===== src/rtl/prng_pkg.sv =====
// Shared types and default geometry for the PRNG buffer controller.
package prng_pkg;

  localparam int PRNG_AW    = 6;
  localparam int PRNG_DW    = 12;
  localparam int PRNG_DEPTH = 64;
  localparam int CNT_W      = PRNG_AW + 1;

  typedef enum logic [1:0] {
    IDLE   = 2'd0,
    FILL   = 2'd1,
    STREAM = 2'd2,
    DRAIN  = 2'd3
  } state_t;

endpackage


===== src/rtl/prng_buf_ctrl_if.sv =====
// Generator, consumer and RAM-side signals of the PRNG buffer controller.
interface prng_buf_ctrl_if
  import prng_pkg::*;
#(
  parameter int AW = PRNG_AW,
  parameter int DW = PRNG_DW
);

  logic          gen_valid;
  logic [DW-1:0] gen_data;
  logic          gen_ready;
  logic          ram_en;
  logic [AW-1:0] ram_w_addr;
  logic [DW-1:0] ram_w_data;
  logic [AW-1:0] ram_r_addr;
  logic [DW-1:0] ram_r_data;
  logic          out_valid;
  logic [DW-1:0] out_data;
  logic          out_ready;

  // master is the controller; slave is the generator/RAM/consumer side
  modport master (
    input  gen_valid, gen_data, ram_r_data, out_ready,
    output gen_ready, ram_en, ram_w_addr, ram_w_data, ram_r_addr,
           out_valid, out_data
  );

  modport slave (
    output gen_valid, gen_data, ram_r_data, out_ready,
    input  gen_ready, ram_en, ram_w_addr, ram_w_data, ram_r_addr,
           out_valid, out_data
  );

endinterface


===== src/rtl/buf_occupancy.sv =====
// Circular-buffer write/read pointers and occupancy count with full/empty flags.
module buf_occupancy
  import prng_pkg::*;
#(
  parameter int AW    = PRNG_AW,
  parameter int DEPTH = PRNG_DEPTH
) (
  input  logic          clk,
  input  logic          rst_n,
  input  logic          wr,
  input  logic          rd,
  output logic [AW-1:0] wr_ptr,
  output logic [AW-1:0] rd_ptr,
  output logic [AW:0]   count,
  output logic          full,
  output logic          empty
);

  localparam logic [AW:0] FULL_CNT = (AW+1)'(DEPTH);

  always_ff @(posedge clk) begin
    if (!rst_n) begin
      wr_ptr <= '0;
      rd_ptr <= '0;
      count  <= '0;
    end else begin
      if (wr) wr_ptr <= wr_ptr + 1'b1;
      if (rd) rd_ptr <= rd_ptr + 1'b1;
      case ({wr, rd})
        2'b10:   count <= count + 1'b1;
        2'b01:   count <= count - 1'b1;
        default: count <= count;
      endcase
    end
  end

  assign full  = (count == FULL_CNT);
  assign empty = (count == '0);

endmodule


===== src/rtl/prng_buf_ctrl.sv =====
// Sequences the PRNG RAM as a circular buffer: pre-fill, stream, drain.
module prng_buf_ctrl
  import prng_pkg::*;
#(
  parameter int AW       = PRNG_AW,
  parameter int DW       = PRNG_DW,
  parameter int DEPTH    = PRNG_DEPTH,
  parameter int FILL_LVL = 32
) (
  input  logic                  clk,
  input  logic                  rst_n,
  input  logic                  start,
  input  logic                  stop,
  prng_buf_ctrl_if.master       bus,
  output logic [AW:0]           count,
  output logic                  full,
  output logic                  empty,
  output logic [1:0]            state
);

  state_t        cur_state, nxt_state;
  logic          gen_ready, out_valid, wr, rd;
  logic          fill_hit, drain_done;
  logic [AW-1:0] wr_ptr, rd_ptr;

  buf_occupancy #(
    .AW    (AW),
    .DEPTH (DEPTH)
  ) u_occ (
    .clk    (clk),
    .rst_n  (rst_n),
    .wr     (wr),
    .rd     (rd),
    .wr_ptr (wr_ptr),
    .rd_ptr (rd_ptr),
    .count  (count),
    .full   (full),
    .empty  (empty)
  );

  always_ff @(posedge clk) begin
    if (!rst_n) cur_state <= IDLE;
    else        cur_state <= nxt_state;
  end

  always_comb begin
    gen_ready  = 1'b0;
    out_valid  = 1'b0;
    wr         = 1'b0;
    rd         = 1'b0;
    fill_hit   = 1'b0;
    drain_done = 1'b0;
    nxt_state  = cur_state;

    gen_ready = ((cur_state == FILL) || (cur_state == STREAM)) && !full;
    out_valid = ((cur_state == STREAM) || (cur_state == DRAIN)) && !empty;
    wr        = bus.gen_valid && gen_ready;
    rd        = out_valid && bus.out_ready;
    // threshold and drain-exit both look at the post-edge occupancy
    fill_hit   = (int'(count) + int'(wr)) >= FILL_LVL;
    drain_done = (count == {{AW{1'b0}}, rd});

    case (cur_state)
      IDLE:    if (start && !stop) nxt_state = FILL;
      FILL:    if (stop) nxt_state = DRAIN;
               else if (fill_hit) nxt_state = STREAM;
      STREAM:  if (stop) nxt_state = DRAIN;
      DRAIN:   if (drain_done) nxt_state = IDLE;
      default: nxt_state = IDLE;
    endcase
  end

  assign bus.gen_ready  = gen_ready;
  assign bus.ram_en     = wr;
  assign bus.ram_w_addr = wr_ptr;
  assign bus.ram_w_data = bus.gen_data;
  assign bus.ram_r_addr = rd_ptr;
  assign bus.out_valid  = out_valid;
  assign bus.out_data   = bus.ram_r_data;
  assign state          = cur_state;

endmodule

===== src/flat_wrapper.sv =====
// flat-port wrapper written by rule: the top's interface ports become plain ports
module prng_buf_ctrl_flat import prng_pkg::*;
#(
  parameter int AW       = PRNG_AW,
  parameter int DW       = PRNG_DW,
  parameter int DEPTH    = PRNG_DEPTH,
  parameter int FILL_LVL = 32
)
  (clk, rst_n, start, stop, count, full, empty, state, bus_gen_valid, bus_gen_data, bus_ram_r_data, bus_out_ready, bus_gen_ready, bus_ram_en, bus_ram_w_addr, bus_ram_w_data, bus_ram_r_addr, bus_out_valid, bus_out_data);
  prng_buf_ctrl_if #(.AW(AW), .DW(DW)) bus_i ();
  input  logic clk;
  input  logic rst_n;
  input  logic start;
  input  logic stop;
  output logic [AW:0] count;
  output logic full;
  output logic empty;
  output logic [1:0] state;
  input wire logic [$bits(bus_i.gen_valid)-1:0] bus_gen_valid;
  input wire logic [$bits(bus_i.gen_data)-1:0] bus_gen_data;
  input wire logic [$bits(bus_i.ram_r_data)-1:0] bus_ram_r_data;
  input wire logic [$bits(bus_i.out_ready)-1:0] bus_out_ready;
  output wire logic [$bits(bus_i.gen_ready)-1:0] bus_gen_ready;
  output wire logic [$bits(bus_i.ram_en)-1:0] bus_ram_en;
  output wire logic [$bits(bus_i.ram_w_addr)-1:0] bus_ram_w_addr;
  output wire logic [$bits(bus_i.ram_w_data)-1:0] bus_ram_w_data;
  output wire logic [$bits(bus_i.ram_r_addr)-1:0] bus_ram_r_addr;
  output wire logic [$bits(bus_i.out_valid)-1:0] bus_out_valid;
  output wire logic [$bits(bus_i.out_data)-1:0] bus_out_data;
  assign bus_i.gen_valid = bus_gen_valid;
  assign bus_i.gen_data = bus_gen_data;
  assign bus_i.ram_r_data = bus_ram_r_data;
  assign bus_i.out_ready = bus_out_ready;
  assign bus_gen_ready = bus_i.gen_ready;
  assign bus_ram_en = bus_i.ram_en;
  assign bus_ram_w_addr = bus_i.ram_w_addr;
  assign bus_ram_w_data = bus_i.ram_w_data;
  assign bus_ram_r_addr = bus_i.ram_r_addr;
  assign bus_out_valid = bus_i.out_valid;
  assign bus_out_data = bus_i.out_data;
  prng_buf_ctrl #(.AW(AW), .DW(DW), .DEPTH(DEPTH), .FILL_LVL(FILL_LVL)) u_core (.clk(clk), .rst_n(rst_n), .start(start), .stop(stop), .bus(bus_i), .count(count), .full(full), .empty(empty), .state(state));
endmodule

===== config.mk =====
export PLATFORM = sky130hd
export DESIGN_NAME = prng_buf_ctrl_flat
export DESIGN_NICKNAME = d
export VERILOG_FILES = /design/src/rtl/prng_pkg.sv /design/src/rtl/prng_buf_ctrl_if.sv /design/src/rtl/buf_occupancy.sv /design/src/rtl/prng_buf_ctrl.sv /design/src/flat_wrapper.sv
export SDC_FILE = /design/constraint.sdc
export NUM_CORES = 1
export LEC_CHECK = 0
export ABC_AREA = 1
export ABC_CLOCK_PERIOD_IN_PS = 5700
export BUFFER_PORTS_ARGS = -buffer_cell sky130_fd_sc_hd__clkbuf_2
export CAP_MARGIN = 20
export CORE_MARGIN = 2
export CORE_UTILIZATION = 50
export DETAILED_ROUTE_END_ITERATION = 8
export PLACE_DENSITY = 0.85
export SETUP_SLACK_MARGIN = 0.02
export SLEW_MARGIN = 40
export SYNTH_ARGS = -nofsm -noshare
export SYNTH_HDL_FRONTEND = slang
export SYNTH_SLANG_ARGS = --single-unit

===== constraint.sdc =====
create_clock -name clk -period 5.7 [get_ports clk]
set_input_delay 0.57 -clock clk [delete_from_list [all_inputs] [get_ports clk]]
set_output_delay 0.57 -clock clk [all_outputs]
set_load 0.01 [all_outputs]

==> results of run 1 <==
[worst register-to-register path, delay by kind of cell (launching register included)]
family | cells | cell delay [ns]
AO/OA/AOI/OAI | 1 | 0.12
flip-flops | 1 | 0.47
adder cells (fa/ha/maj) | 3 | 1.06
buffers and inverters | 4 | 0.48
XOR/XNOR | 1 | 0.14
AND/OR/NAND/NOR | 5 | 0.41
[sequential cells by signal, summed over array words and instances (netlist names)]
name / cells
u_core.u_occ.count: 7
u_core.u_occ.rd_ptr: 6
u_core.u_occ.wr_ptr: 6
u_core.state: 2
[per-layer routing]
| layer | vias up | wire [um] | track usage (%) |
|---|---|---|---|
| li1 | 702 | - | - |
| met3 | 2 | 176 | 2.69 |
| met4 | 0 | 16 | 5.17 |
| met2 | 32 | 1490 | 30.2 |
| met5 | - | 0 | 0 |
| met1 | 603 | 1430 | 23.4 |
[power by group through the flow]
stage          logic (uW)  clock network [uW]  registers (uW)
3_5_place_dp          357                   0             215
2_1_floorplan         275                   0             217
3_3_place_gp          351                   0             215
4_1_cts               359                72.9             212
6_report              355                72.7             212
5_1_grt               404                79.2             216
[layout by cell type (no fill, tap or decap), types with 2 or more instances in the layout]
cell / netlist / layout
ha_1: 15 / 15
a21oi_2: 6 / 6
dfxtp_1: 21 / 21
o21ai_0: 7 / 7
inv_2: 4 / 4
nand2_1: 39 / 39
clkbuf_2: 0 / 31
nor2_1: 11 / 11
xnor2_1: 3 / 3
nor3_1: 3 / 3
inv_1: 30 / 30
nand3_1: 8 / 8
clkbuf_4: 0 / 3
a21oi_1: 13 / 13
o21ai_1: 3 / 3
nand4_1: 4 / 4
xor2_1: 8 / 8
inv_4: 2 / 2
nand3_2: 2 / 2
a31oi_1: 3 / 3
[cell families after synthesis]
kind of cell    synth area share (%)
compound gates                  12.8
buf+inv                         19.9
fa+ha+maj                       12.4
simple gates                    24.1
flops                           25.1
xor+xnor                        5.74
[cell type report]
type,instances,share of cell area [%]
Multi-Input combinational cell,138,53.6
Inverter,36,8.13
Tap cell,46,3.34
Timing Repair Buffer,31,9.00
Clock buffer,3,1.31
Clock inverter,1,0.290
Sequential cell,21,24.4
[how the worst max path moves through the flow]
| stage | startpoint | endpoint | slack, ns | depth (start not counted) |
|---|---|---|---|---|
| 3_3_place_gp | u_core.state[0] | u_core.u_occ.count[6] | 3.09 | 14 |
| 2_1_floorplan | u_core.state[0] | u_core.u_occ.count[5] | 3.19 | 14 |
| 4_1_cts | u_core.state[0] | u_core.u_occ.count[6] | 2.95 | 14 |
| 5_1_grt | u_core.state[0] | u_core.u_occ.count[6] | 2.69 | 14 |
| 6_report | u_core.state[0] | u_core.u_occ.count[6] | 2.96 | 14 |
| 3_5_place_dp | u_core.state[0] | u_core.u_occ.count[3] | 3.00 | 13 |
[per-stage QoR]
step	area, um^2	hold WS, ns
after floorplan	1680	0.512
after global placement	1700	0.494
after detailed placement	1700	0.504
after CTS	1720	0.523
after global routing	1720	0.543
final	1720	0.523
==> results.py, run 1 <==
metrics = {
    "logic_synthesis": {
        "synth_area_leaders": "dfxtp_1 (25%), ha_1 (11%), buf_4 (11%)",
        "yosys_register_bits": 21,
        "syn-num-nets": 268,
        "ys.flop_type": "dfxtp_1",
        "synthTopCellsByCount": "nand2_1 (39), inv_1 (30), buf_4 (24)",
        "yosysWarnings": 0,
        "synth.cell_area_mm2": 0.00168,
        "synthArstFlopShare_pct": 0,
        "yosysMostFrequentCell": "nand2_1",
        "synth_top_area_share_pct": 25.1,
        "synth-edff-count": 0,
        "syn_inst": 222,
        "yosysSeqAreaShare_pct": 25.1,
        "yosys.area.top_type": "dfxtp_1",
        "avgSynthCellArea_um2": 7.56,
        "synth_cell_types": 34,
    },
    "placement": {
        "place_ws_ns": 3.00,
        "port_buffers": 31,
        "dp_cells": 272,
        "place.gp.congestion": 0.826,
        "dpl.hpwl_mm": 2.55,
    },
    "clock_tree": {
        "hold_buffers": 0,
        "cts_sinks": 21,
        "cts_buffers": 3,
        "cts.clk_slew.worst_paths_ns": 0.12,
        "post_cts_resized": 0,
        "cts_tree": "done",
        "cts_max_path_buffers": 2,
        "insertion_delay_ns": 0.30,
        "htree_levels": 1,
        "cts_setup_buffers": 0,
        "clockRootBuffer": "clkbuf_4",
    },
    "die": {
        "initial_utilization_pct": 51.1,
        "die_width_um": 61.9,
        "io_pins": 80,
        "die_area_mm2": 0.00384,
        "rows": 21,
        "coreArea_mm2": 0.00328,
        "dieHeight_um": 61.9,
    },
    "min_path": {
        "min-delay-start": "u_core.u_occ.wr_ptr[5]",
        "hold_depth": 2,
        "hp-class": "flip-flop to flip-flop",
        "holdPathEnd": "u_core.u_occ.wr_ptr[5]",
    },
    "timing": {
        "drv_slew": 0,
        "period_share_pct": 48.1,
        "fmax_mhz": 365,
        "setup_ws_ns": 2.96,
        "setup_viol": 0,
        "tns_ns": 0,
        "rsz0062_at_grt": "false",
        "tightest_slew_ns": 0.522,
        "post-route-min-period_ns": 2.74,
        "slew_headroom_pct": 65.1,
        "finalHoldViolations": 0,
        "skew_ns": 0.00172,
    },
    "critical_path": {
        "cp_max_fo": 9,
        "cp_slowest_cell": "dfxtp_1",
        "required_ns": 5.93,
        "rrSetupSlack_ns": 2.96,
        "r2r_start": "u_core.state[0]",
        "arrival_ns": 2.97,
        "cp-end-kind": "flip-flop",
        "startpoint_type": "flip-flop",
        "ff2ff_path_depth": 14,
        "critPathBufInv": 4,
        "cp_cell_sequence": "inv_1 -> ha_1 -> inv_1 -> nor2_8 -> nand2_8 -> ha_1 -> inv_1 -> fa_1 -> inv_1 -> nand4_1 -> nand3_1 -> xor2_1 -> nand2_1 -> a21oi_1",
        "slowest_delay_ns": 0.47,
        "timing.rr.end": "u_core.u_occ.count[6]",
        "critical_path_class": "flip-flop to flip-flop",
        "critPathTopFamily": "adder cells",
        "crit_path_frequent_cell": "inv_1",
    },
    "power": {
        "switching_share_pct": 47.6,
        "power.internal_uw": 335,
        "power_frac_comb_pct": 55.5,
        "switching_power_uw": 304,
        "cellLeakagePower_uw": 0.000895,
        "clkPwrFrac_pct": 11.4,
        "sequentialPowerShare_pct": 33.1,
        "p_total_uw": 640,
        "p_per_area_mw_per_mm2": 371,
        "ir_drop_mv": 0.208,
    },
    "grt": {
        "antenna_found_initial": 0,
        "grt_overflow_total": 0,
        "grtUsageTotal_pct": 17.8,
        "grt_max_degree": 14,
        "grt_pass1_wl_mm": 5.11,
        "grt_pass1_vias": 1190,
    },
    "run_status": {
        "run_status": "complete, no violations",
    },
    "layout": {
        "fill_cells": 337,
        "final_cells": 276,
        "drive_gt1_share_pct": 25.2,
        "area_delta_synth_final_pct": 2.76,
        "fin_util_pct": 52.5,
        "finalNetCount": 277,
        "num_antenna_cells": 0,
        "multi_input_area_um2": 923,
        "regArea_um2": 420,
    },
    "job": {
        "drv_cap": 0,
    },
    "detailed_routing": {
        "drtIter0Drc": 64,
        "vias": 1339,
        "wl_per_cell_um": 11.3,
        "viasPerCell": 4.85,
        "routed_wl_mm": 3.11,
        "antenna_left": 0,
        "remaining_drc_errors": 0,
        "dr.pass1.iters": 4,
    },
}
No activity file was read; power rests on OpenSTA's default activity.
==> inputs of run 2 (changes only) <==
- ABC_AREA: 1 -> 0
- ABC_CLOCK_PERIOD_IN_PS: 5700 -> 2690
- CORE_UTILIZATION: 50 -> 46
- PLACE_DENSITY: 0.85 -> 0.8
- clock period: 5.7 -> 2.69 ns (I/O delays scaled with it)
==> results.py, run 2 <==
metrics = {
    "power": {
        "p_per_area_mw_per_mm2": 601,
        "ir_drop_mv": 0.247,
        "power.internal_uw": 690,
        "switching_share_pct": 40.9,
        "sequentialPowerShare_pct": 32.0,
        "power_frac_comb_pct": 54.4,
        "clkPwrFrac_pct": 13.5,
        "switching_power_uw": 478,
        "cellLeakagePower_uw": 0.000827,
    },
    "logic_synthesis": {
        "synth_cell_types": 47,
        "synth-edff-count": 0,
        "yosysWarnings": 0,
        "synth_mux_area_share_pct": 0.607,
        "syn_inst": 189,
        "synth_top_area_share_pct": 25.5,
        "yosys_register_bits": 21,
        "synthArstFlopShare_pct": 0,
        "synthSimpleGateAreaFrac_pct": 21.4,
        "synth_compound_area_share_pct": 20.3,
        "yosys.area.top_type": "dfxtp_1",
        "synth.cell_area_mm2": 0.00165,
        "yosysSeqAreaShare_pct": 25.5,
        "synth_area_leaders": "dfxtp_1 (25%), ha_1 (11%), buf_4 (11%)",
        "synth_xor_area_share_pct": 4.25,
        "ys.flop_type": "dfxtp_1",
        "yosysMostFrequentCell": "buf_4",
        "synthTopCellsByCount": "buf_4 (24), dfxtp_1 (21), ha_1 (15), nand2_1 (15), o21ai_0 (13)",
        "synth_top_family_by_area": "simple AND/OR/NAND/NOR gates",
        "syn-num-nets": 235,
        "avgSynthCellArea_um2": 8.73,
        "synth_adder_area_share_pct": 12.6,
    },
    "layout": {
        "largest_reg_flops": 7,
        "final_cell_mix": "clkbuf_2 (31), buf_4 (18), dfxtp_1 (18)",
        "largest_register": "u_core.u_occ.count",
        "top_regs": "u_core.u_occ.count x7, u_core.u_occ.rd_ptr x6, u_core.u_occ.wr_ptr x6",
        "area_delta_synth_final_pct": 17.8,
        "drive_gt1_share_pct": 41.3,
        "finalNetCount": 260,
        "num_antenna_cells": 0,
        "final_cells": 259,
        "fin_util_pct": 57.4,
        "final_common_cell": "clkbuf_2",
    },
    "grt": {
        "grtUsageTotal_pct": 16.5,
        "grt_max_degree": 30,
        "grt_pass1_wl_mm": 5.57,
        "grt_overflow_total": 0,
        "antenna_found_initial": 0,
        "grt_pass1_vias": 1253,
    },
    "detailed_routing": {
        "routed_wl_mm": 3.37,
        "viasPerCell": 5.21,
        "drtIter0Drc": 55,
        "remaining_drc_errors": 0,
        "wl_per_cell_um": 13.0,
        "antenna_left": 0,
        "dr.pass1.iters": 4,
        "vias": 1349,
    },
    "timing": {
        "finalHoldViolations": 0,
        "period_share_pct": 101,
        "fmax_mhz": 368,
        "rsz0062_at_grt": "true",
        "skew_ns": 0.00499,
        "setup_viol": 1,
        "slew_headroom_pct": 67.1,
        "setup_ws_ns": -0.0246,
        "holdWs_ns": 0.339,
        "drv_slew": 0,
        "tightest_slew_ns": 0.493,
        "post-route-min-period_ns": 2.71,
    },
    "job": {
        "drv_cap": 0,
    },
    "critical_path": {
        "startpoint_type": "flip-flop",
        "required_ns": 2.90,
        "cp_cell_sequence": "or4_4 -> o311ai_4 -> ha_4 -> inv_1 -> fa_2 -> nand2b_4 -> a21oi_2 -> mux2i_1 -> a31o_2 -> a21boi_1",
        "cp-end-kind": "flip-flop",
        "cp_slowest_cell": "or4_4",
        "critical_path_class": "flip-flop to flip-flop",
        "critPathTopFamily": "simple AND/OR/NAND/NOR gates",
        "slowest_delay_ns": 0.58,
        "critPathBufInv": 1,
        "arrival_ns": 2.93,
        "cp_max_fo": 3,
    },
    "clock_tree": {
        "cts.clk_slew.worst_paths_ns": 0.13,
        "cts_buffers": 3,
        "insertion_delay_ns": 0.31,
        "htree_levels": 1,
        "cts_sinks": 21,
        "cts_tree": "done",
        "clockRootBuffer": "clkbuf_4",
        "cts_max_path_buffers": 2,
    },
    "die": {
        "die_width_um": 63.9,
        "die_area_mm2": 0.00408,
        "coreArea_mm2": 0.00339,
        "io_pins": 80,
        "initial_utilization_pct": 48.7,
        "dieHeight_um": 63.9,
        "rows": 21,
    },
    "min_path": {
        "hp-class": "primary input to flip-flop",
    },
    "run_status": {
        "run_status": "finished, violations left",
        "violations": "setup timing",
    },
    "placement": {
        "dpl.hpwl_mm": 2.43,
        "port_buffers": 31,
        "place.gp.congestion": 0.804,
        "dp_cells": 250,
    },
}
run 2: cell types whose count changed after synthesis, moves of 5 or more:
cell | before | now
a21boi_0 | 0 | 5
inv_1 | 30 | 10
nor2_1 | 11 | 5
and2_1 | 0 | 10
a21oi_1 | 13 | 4
o21ai_0 | 7 | 13
a21oi_2 | 6 | 0
nand2_1 | 39 | 15
run 2: cell families after synthesis:
kind of cell / after synthesis
compound gates: 40
xor+xnor: 8
simple gates: 62
buf+inv: 41
fa+ha+maj: 16
flops: 21
mux: 1
run 2: final cells by class:
type / instances / area (um^2)
well taps: 46 / 57.6
clock inverters: 1 / 5.00
repair buffers: 51 / 313
inverters: 10 / 37.5
flip-flops and latches: 21 / 424
fillers: 294 / 1450
clock buffers: 3 / 22.5
multi-input cells: 127 / 1080
run 2: metrics by stage:
stage / setup TNS (ns) / power [uW] / setup slack (ns) / cell area [um^2]
detailed placement: -0.0457 / 904 / -0.0265 / 1780
CTS: -0.0562 / 1060 / -0.0478 / 1810
global route: -0.325 / 1250 / -0.158 / 1940
floorplan: -0.208 / 777 / -0.194 / 1670
finish: -0.0246 / 1170 / -0.0246 / 1940
global placement: 0 / 892 / 0.0174 / 1780
run 2: tightest hold or removal path: cells and delay by family:
kind	cells	cell delay, ns
buffers and inverters	1	0.14
AOI/OAI and AO/OA	2	0.19
run 2: power groups by stage:
stage / clock, uW / combinational [uW] / sequential, uW
finish: 158 / 636 / 374
global route: 179 / 694 / 382
CTS: 163 / 532 / 369
detailed placement: 0 / 528 / 377
global placement: 0 / 515 / 377
floorplan: 0 / 378 / 399
run 2: layer usage:
layer | global-route usage, % | up-vias | wire, um
met5 | 0 | - | 0
met4 | 5.71 | 0 | 35
met3 | 2.99 | 6 | 141
met2 | 27.2 | 26 | 1580
met1 | 21.6 | 631 | 1600
li1 | - | 686 | -
run 2: timing repair:
| action | CTS | global route |
|---|---|---|
| setup buffers | 0 | 5 |
| cloned | 0 | 0 |
| gates resized for setup | 2 | 18 |
| setup endpoints to repair | 3 | 6 |
| pin swaps | 1 | 6 |
| hold buffers | 0 | 0 |
run 2: path summary, 6_finish.rpt:
path | startpoint | end | slack [ns] | cells after the start
min | stop | u_core.state[0] | 0.34 | 3
max reg2reg | u_core.u_occ.count[1] | u_core.u_occ.count[6] | -0.02 | 10
min reg2reg | u_core.u_occ.wr_ptr[5] | u_core.u_occ.wr_ptr[5] | 0.49 | 2
max | u_core.u_occ.count[1] | u_core.u_occ.count[6] | -0.02 | 10
